--- src/rtl/lcd_bus_driver.sv ---
// lcd_bus_driver: sequences RS/RW/DATA words onto the 16x2 LCD pins with a timed
// E strobe, runs the power-on init sequence and adds settle time after clear/home.
module lcd_bus_driver #(
  parameter int unsigned PWR_WAIT   = 20,
  parameter int unsigned SETUP_CYC  = 1,
  parameter int unsigned E_HIGH_CYC = 1,
  parameter int unsigned HOLD_CYC   = 1,
  parameter int unsigned CLR_WAIT   = 2
) (
  input  logic       CLK,
  input  logic       RESET,
  input  logic       IN_VALID,
  input  logic       IN_RS,
  input  logic       IN_RW,
  input  logic [7:0] IN_DATA,
  output logic       IN_READY,
  output logic       INIT_DONE,
  output logic       LCD_E,
  output logic       LCD_RS,
  output logic       LCD_RW,
  output logic [7:0] LCD_DATA
);

  function automatic int unsigned max2(input int unsigned a, input int unsigned b);
    return (a > b) ? a : b;
  endfunction

  localparam int unsigned MaxCyc =
      max2(max2(max2(PWR_WAIT, SETUP_CYC), max2(E_HIGH_CYC, HOLD_CYC)), CLR_WAIT);
  localparam int CntW = (MaxCyc > 1) ? $clog2(MaxCyc + 1) : 1;

  typedef enum logic [2:0] {
    StPwr,
    StInitLoad,
    StSetup,
    StStrobe,
    StHold,
    StWaitClr,
    StIdle
  } state_e;

  state_e            state_q, state_d;
  logic [CntW-1:0]   cnt_q, cnt_d;
  logic [1:0]        idx_q, idx_d;

  logic              e_q, e_d;
  logic              ready_q, ready_d;
  logic              init_done_q, init_done_d;
  logic              rs_q, rs_d;
  logic              rw_q, rw_d;
  logic [7:0]        data_q, data_d;

  logic              pwr_end, setup_end, strobe_end, hold_end, clr_end;
  logic              is_clr, init_more;

  function automatic logic [7:0] init_word(input logic [1:0] idx);
    case (idx)
      2'd0:    return 8'h38;
      2'd1:    return 8'h0C;
      2'd2:    return 8'h06;
      default: return 8'h01;
    endcase
  endfunction

  assign pwr_end    = (cnt_q == CntW'(PWR_WAIT - 1));
  assign setup_end  = (cnt_q == CntW'(SETUP_CYC - 1));
  assign strobe_end = (cnt_q == CntW'(E_HIGH_CYC - 1));
  assign hold_end   = (cnt_q == CntW'(HOLD_CYC - 1));
  assign clr_end    = (cnt_q == CntW'(CLR_WAIT - 1));

  // Clear and home commands need extra settle time inside the controller.
  assign is_clr    = !rs_q && ((data_q == 8'h01) || (data_q == 8'h02) || (data_q == 8'h03));
  assign init_more = !init_done_q && (idx_q != 2'd3);

  // State, counter and init index register.
  always_ff @(posedge CLK) begin
    if (RESET) begin
      state_q <= StPwr;
      cnt_q   <= '0;
      idx_q   <= '0;
    end else begin
      state_q <= state_d;
      cnt_q   <= cnt_d;
      idx_q   <= idx_d;
    end
  end

  // Next-state logic; counter restarts on every state change.
  always_comb begin
    state_d = state_q;
    idx_d   = idx_q;
    case (state_q)
      StPwr: begin
        if (pwr_end) begin
          state_d = StInitLoad;
          idx_d   = 2'd0;
        end
      end
      StInitLoad: state_d = StSetup;
      StSetup:    if (setup_end) state_d = StStrobe;
      StStrobe:   if (strobe_end) state_d = StHold;
      StHold: begin
        if (hold_end) begin
          if (is_clr && (CLR_WAIT != 0)) begin
            state_d = StWaitClr;
          end else if (init_more) begin
            state_d = StInitLoad;
            idx_d   = idx_q + 2'd1;
          end else begin
            state_d = StIdle;
          end
        end
      end
      StWaitClr: begin
        if (clr_end) begin
          if (init_more) begin
            state_d = StInitLoad;
            idx_d   = idx_q + 2'd1;
          end else begin
            state_d = StIdle;
          end
        end
      end
      StIdle:  if (IN_VALID && !IN_RW) state_d = StSetup;
      default: state_d = StPwr;
    endcase
    cnt_d = ((state_d != state_q) || (state_q == StIdle)) ? '0 : cnt_q + CntW'(1);
  end

  // Output next values; pins are registered so E is glitch-free and the bus only
  // moves at a load edge (leaving INIT_LOAD or accepting a write in IDLE).
  always_comb begin
    e_d         = (state_d == StStrobe);
    ready_d     = (state_d == StIdle);
    init_done_d = init_done_q | (state_d == StIdle);
    rs_d        = rs_q;
    rw_d        = rw_q;
    data_d      = data_q;
    if (state_q == StInitLoad) begin
      rs_d   = 1'b0;
      rw_d   = 1'b0;
      data_d = init_word(idx_q);
    end else if ((state_q == StIdle) && IN_VALID && !IN_RW) begin
      rs_d   = IN_RS;
      rw_d   = 1'b0;
      data_d = IN_DATA;
    end
  end

  // Output registers.
  always_ff @(posedge CLK) begin
    if (RESET) begin
      e_q         <= 1'b0;
      ready_q     <= 1'b0;
      init_done_q <= 1'b0;
      rs_q        <= 1'b0;
      rw_q        <= 1'b0;
      data_q      <= 8'h00;
    end else begin
      e_q         <= e_d;
      ready_q     <= ready_d;
      init_done_q <= init_done_d;
      rs_q        <= rs_d;
      rw_q        <= rw_d;
      data_q      <= data_d;
    end
  end

  assign LCD_E     = e_q;
  assign IN_READY  = ready_q;
  assign INIT_DONE = init_done_q;
  assign LCD_RS    = rs_q;
  assign LCD_RW    = rw_q;
  assign LCD_DATA  = data_q;

endmodule

--- config.mk ---
export PLATFORM = sky130hd
export DESIGN_NAME = lcd_bus_driver
export DESIGN_NICKNAME = d
export VERILOG_FILES = /design/src/rtl/lcd_bus_driver.sv
export SDC_FILE = /design/constraint.sdc
export NUM_CORES = 1
export LEC_CHECK = 0
export BUFFER_PORTS_ARGS = -buffer_cell sky130_fd_sc_hd__buf_2
export CAP_MARGIN = 40
export CORE_ASPECT_RATIO = 1.25
export CORE_MARGIN = 3
export CORE_UTILIZATION = 48
export DETAILED_ROUTE_END_ITERATION = 8
export PLACE_DENSITY = 0.74
export SETUP_SLACK_MARGIN = 0.4
export SLEW_MARGIN = 0
export SYNTH_ARGS = -nofsm -noshare
export SYNTH_HDL_FRONTEND = slang
export SYNTH_SLANG_ARGS = --single-unit
--- constraint.sdc ---
create_clock -name CLK -period 2.2 [get_ports CLK]
set_input_delay 0.22 -clock CLK [delete_from_list [all_inputs] [get_ports CLK]]
set_output_delay 0.22 -clock CLK [all_outputs]
set_load 0.01 [all_outputs]
==> results.py <==
metrics = {
    "cells_and_area": {
        "area_delta_synth_final_pct": 31.0,
        "fin_cells": 205,
        "finalNetCount": 194,
        "n_antenna_cell": 0,
        "drive_gt1_share_pct": 40.1,
    },
    "detailed_routing": {
        "first_iter_violations": 34,
        "routedWlPerCell_um": 16.2,
        "routed_wl_mm": 3.31,
        "highest-signal-layer": "met4",
        "dr_wl_met2_mm": 1.90,
        "wl_met3_um": 146,
        "first_pass_iters": 5,
        "viasPerCell": 5.67,
        "wl_met1_mm": 1.22,
        "post-route-drc-count": 0,
        "route.antenna.remaining_nets": 0,
        "vias": 1162,
    },
    "placed_design": {
        "gp_congestion": 0.926,
        "hpwl_mm": 2.33,
        "dpl.cell_count": 193,
        "port_buffers": 24,
    },
    "power": {
        "vdd_drop_max_mv": 0.414,
        "p_leak_nw": 0.716,
        "p_per_area_mw_per_mm2": 440,
        "power_uw": 722,
    },
    "sta": {
        "holdWs_ns": 0.197,
        "hold_violations": 0,
        "worst_pin_slew_ns": 0.546,
        "setup_viol": 0,
        "drv_slew": 0,
        "rsz0062_at_grt": "yes",
        "finClkSkew_ns": 0.000952,
        "fmax_mhz": 473,
        "final.min_clock_period_ns": 2.11,
        "final.period_utilization_pct": 96.0,
        "slew_headroom_pct": 63.4,
        "fin_tns_setup_ns": 0,
    },
    "floorplanning": {
        "dieArea_mm2": 0.00326,
        "core_mm2": 0.00245,
        "ioPinCount": 26,
        "initial_core_util_pct": 51.0,
        "num_rows": 20,
        "die_h_um": 63.1,
        "dieWidth_um": 51.7,
    },
    "yosys": {
        "synth_area_leaders": "dfxtp_1 35%, ha_1 8.0%, mux2i_1 6.4%",
        "ys_types": 43,
        "synth-seq-area-share_pct": 35.2,
        "synth.top_cells.by_count": "22 x dfxtp_1, 13 x nor2_1, 8 x ha_1, 8 x mux2i_1",
        "syn_area_mm2": 0.00125,
        "synth_top_area_cell": "dfxtp_1",
        "mappedNetlistNets": 157,
        "synth_top_area_share_pct": 35.2,
        "syn_inst": 136,
        "synth-seq-cells": 22,
        "ys.flop_type": "dfxtp_1",
        "syn_avg_cell_area_um2": 9.20,
        "synth-edff-count": 0,
        "yosysMostFrequentCell": "dfxtp_1",
        "async_reset_ff_share_pct": 0,
        "yosys_warnings": 0,
    },
    "clock_network": {
        "cts_tree": "built",
        "clockBufferDepth": 2,
        "cts_root_buffer": "clkbuf_4",
        "h-tree-depth": 1,
        "cts.clk_slew.worst_paths_ns": 0.12,
        "clock-sinks": 22,
        "clock_latency_ns": 0.30,
        "cts-buffers-inserted": 3,
    },
    "worst_setup_path": {
        "cp.arrival_ns": 2.34,
        "r2r_setup_slack_ns": 0.09,
        "cp_max_fo": 5,
        "start_kind": "flip-flop",
        "worst-setup-path-type": "flip-flop to flip-flop",
        "worstSetupEndpointType": "flip-flop",
        "required_ns": 2.42,
    },
    "grt": {
        "grt_overflow": 0,
        "grt_max_degree": 16,
        "grt_usage_pct": 22.0,
        "grt_pass1_vias": 1179,
        "antenna_found_initial": 0,
        "grt_pass1_wl_mm": 5.52,
    },
    "min_path": {
        "min_path_type": "input pin to flip-flop",
    },
    "run": {
        "cap_violations": 0,
    },
    "status": {
        "status": "complete, no violations",
    },
}
-- report_power, final --
group	total, mW	switching (mW)	leakage (nW)	internal, mW
Clock	0.221	0.120	0.0210	0.101
Sequential	0.409	0.00735	0.180	0.402
Combinational	0.0915	0.0422	0.515	0.0493
-- metal layers --
metal  GRT usage [%]  vias up
li1                -      568
met3            2.84        6
met1            24.3      552
met5               0        -
met2            42.4       36
met4            5.57        0
-- cell families (layout without fill, tap and decap cells) --
family / after synthesis / after routing / synth area share [%]
buf+inv: 13 / 49 / 4.40
other cells: 1 / 1 / 0.300
mux: 10 / 10 / 8.50
xor+xnor: 3 / 3 / 2.10
flops: 22 / 22 / 35.2
simple gates: 52 / 52 / 25.9
compound gates: 27 / 27 / 15.6
fa+ha+maj: 8 / 8 / 8.00
-- metrics by stage --
step	utilization (%)	area, um^2	setup WS [ns]
detailed placement	59.0	1450	0.0780
global route	66.8	1640	-0.0102
CTS	64.2	1580	0.126
floorplan	-	1270	0.238
finish	66.8	1640	0.0879
global placement	59.0	1450	0.180
-- layout by cell type (no fill, tap or decap), drive strengths merged, types with 2 or more instances in the layout --
| master | n |
|---|---|
| nor3 | 7 |
| or3 | 2 |
| or4b | 3 |
| nor4b | 2 |
| nor4 | 7 |
| ha | 8 |
| nor2b | 3 |
| nand3 | 3 |
| mux2i | 8 |
| nor2 | 13 |
| buf | 38 |
| xor2 | 2 |
| nand2b | 5 |
| a211oi | 6 |
| or3b | 2 |
| inv | 7 |
| o21ai | 4 |
| dfxtp | 22 |
| nand2 | 2 |
| clkbuf | 4 |
| mux2 | 2 |
| a21oi | 7 |
-- timing repair --
action / in CTS / in global routing
endpoints found under the setup margin: 12 / 13
pin swaps: 3 / 3
hold buffers: 0 / 0
cloned: 0 / 0
buffers inserted: 7 / 1
resized for setup: 13 / 11
-- path summary, 6_finish.rpt --
check                            startpoint           to  depth (start not counted)
worst max-delay path               cnt_q[0]     cnt_q[0]                          7
worst min-delay path             IN_DATA[4]  LCD_DATA[4]                          3
worst max register to register     cnt_q[0]     cnt_q[0]                          7
worst min register to register  LCD_DATA[6]  LCD_DATA[6]                          2
-- state kept, by name, indices dropped and copies added (netlist names) --
register / cells
cnt_q: 5
LCD_DATA: 8
idx_q: 2
LCD_RS: 1
INIT_DONE: 1
state_q: 3
LCD_E: 1
IN_READY: 1
-- final cells by class --
| type | instances | area [um^2] |
|---|---|---|
| clock buffers | 4 | 36.3 |
| flip-flops and latches | 22 | 453 |
| inverters | 7 | 28.8 |
| multi-input cells | 101 | 851 |
| repair buffers | 38 | 229 |
| fillers | 203 | 813 |
| well taps | 33 | 41.3 |
-- worst max-delay path: stages, from the launching register on --
cell and delay, ns:
dfxtp_4 0.39, inv_4 0.06, ha_4 0.12, or4b_4 0.50, nor4_4 0.14, a221o_1 0.22
mux2_4 0.36, nor4_4 0.24
Note: power is estimated with default switching activity, not from simulation.
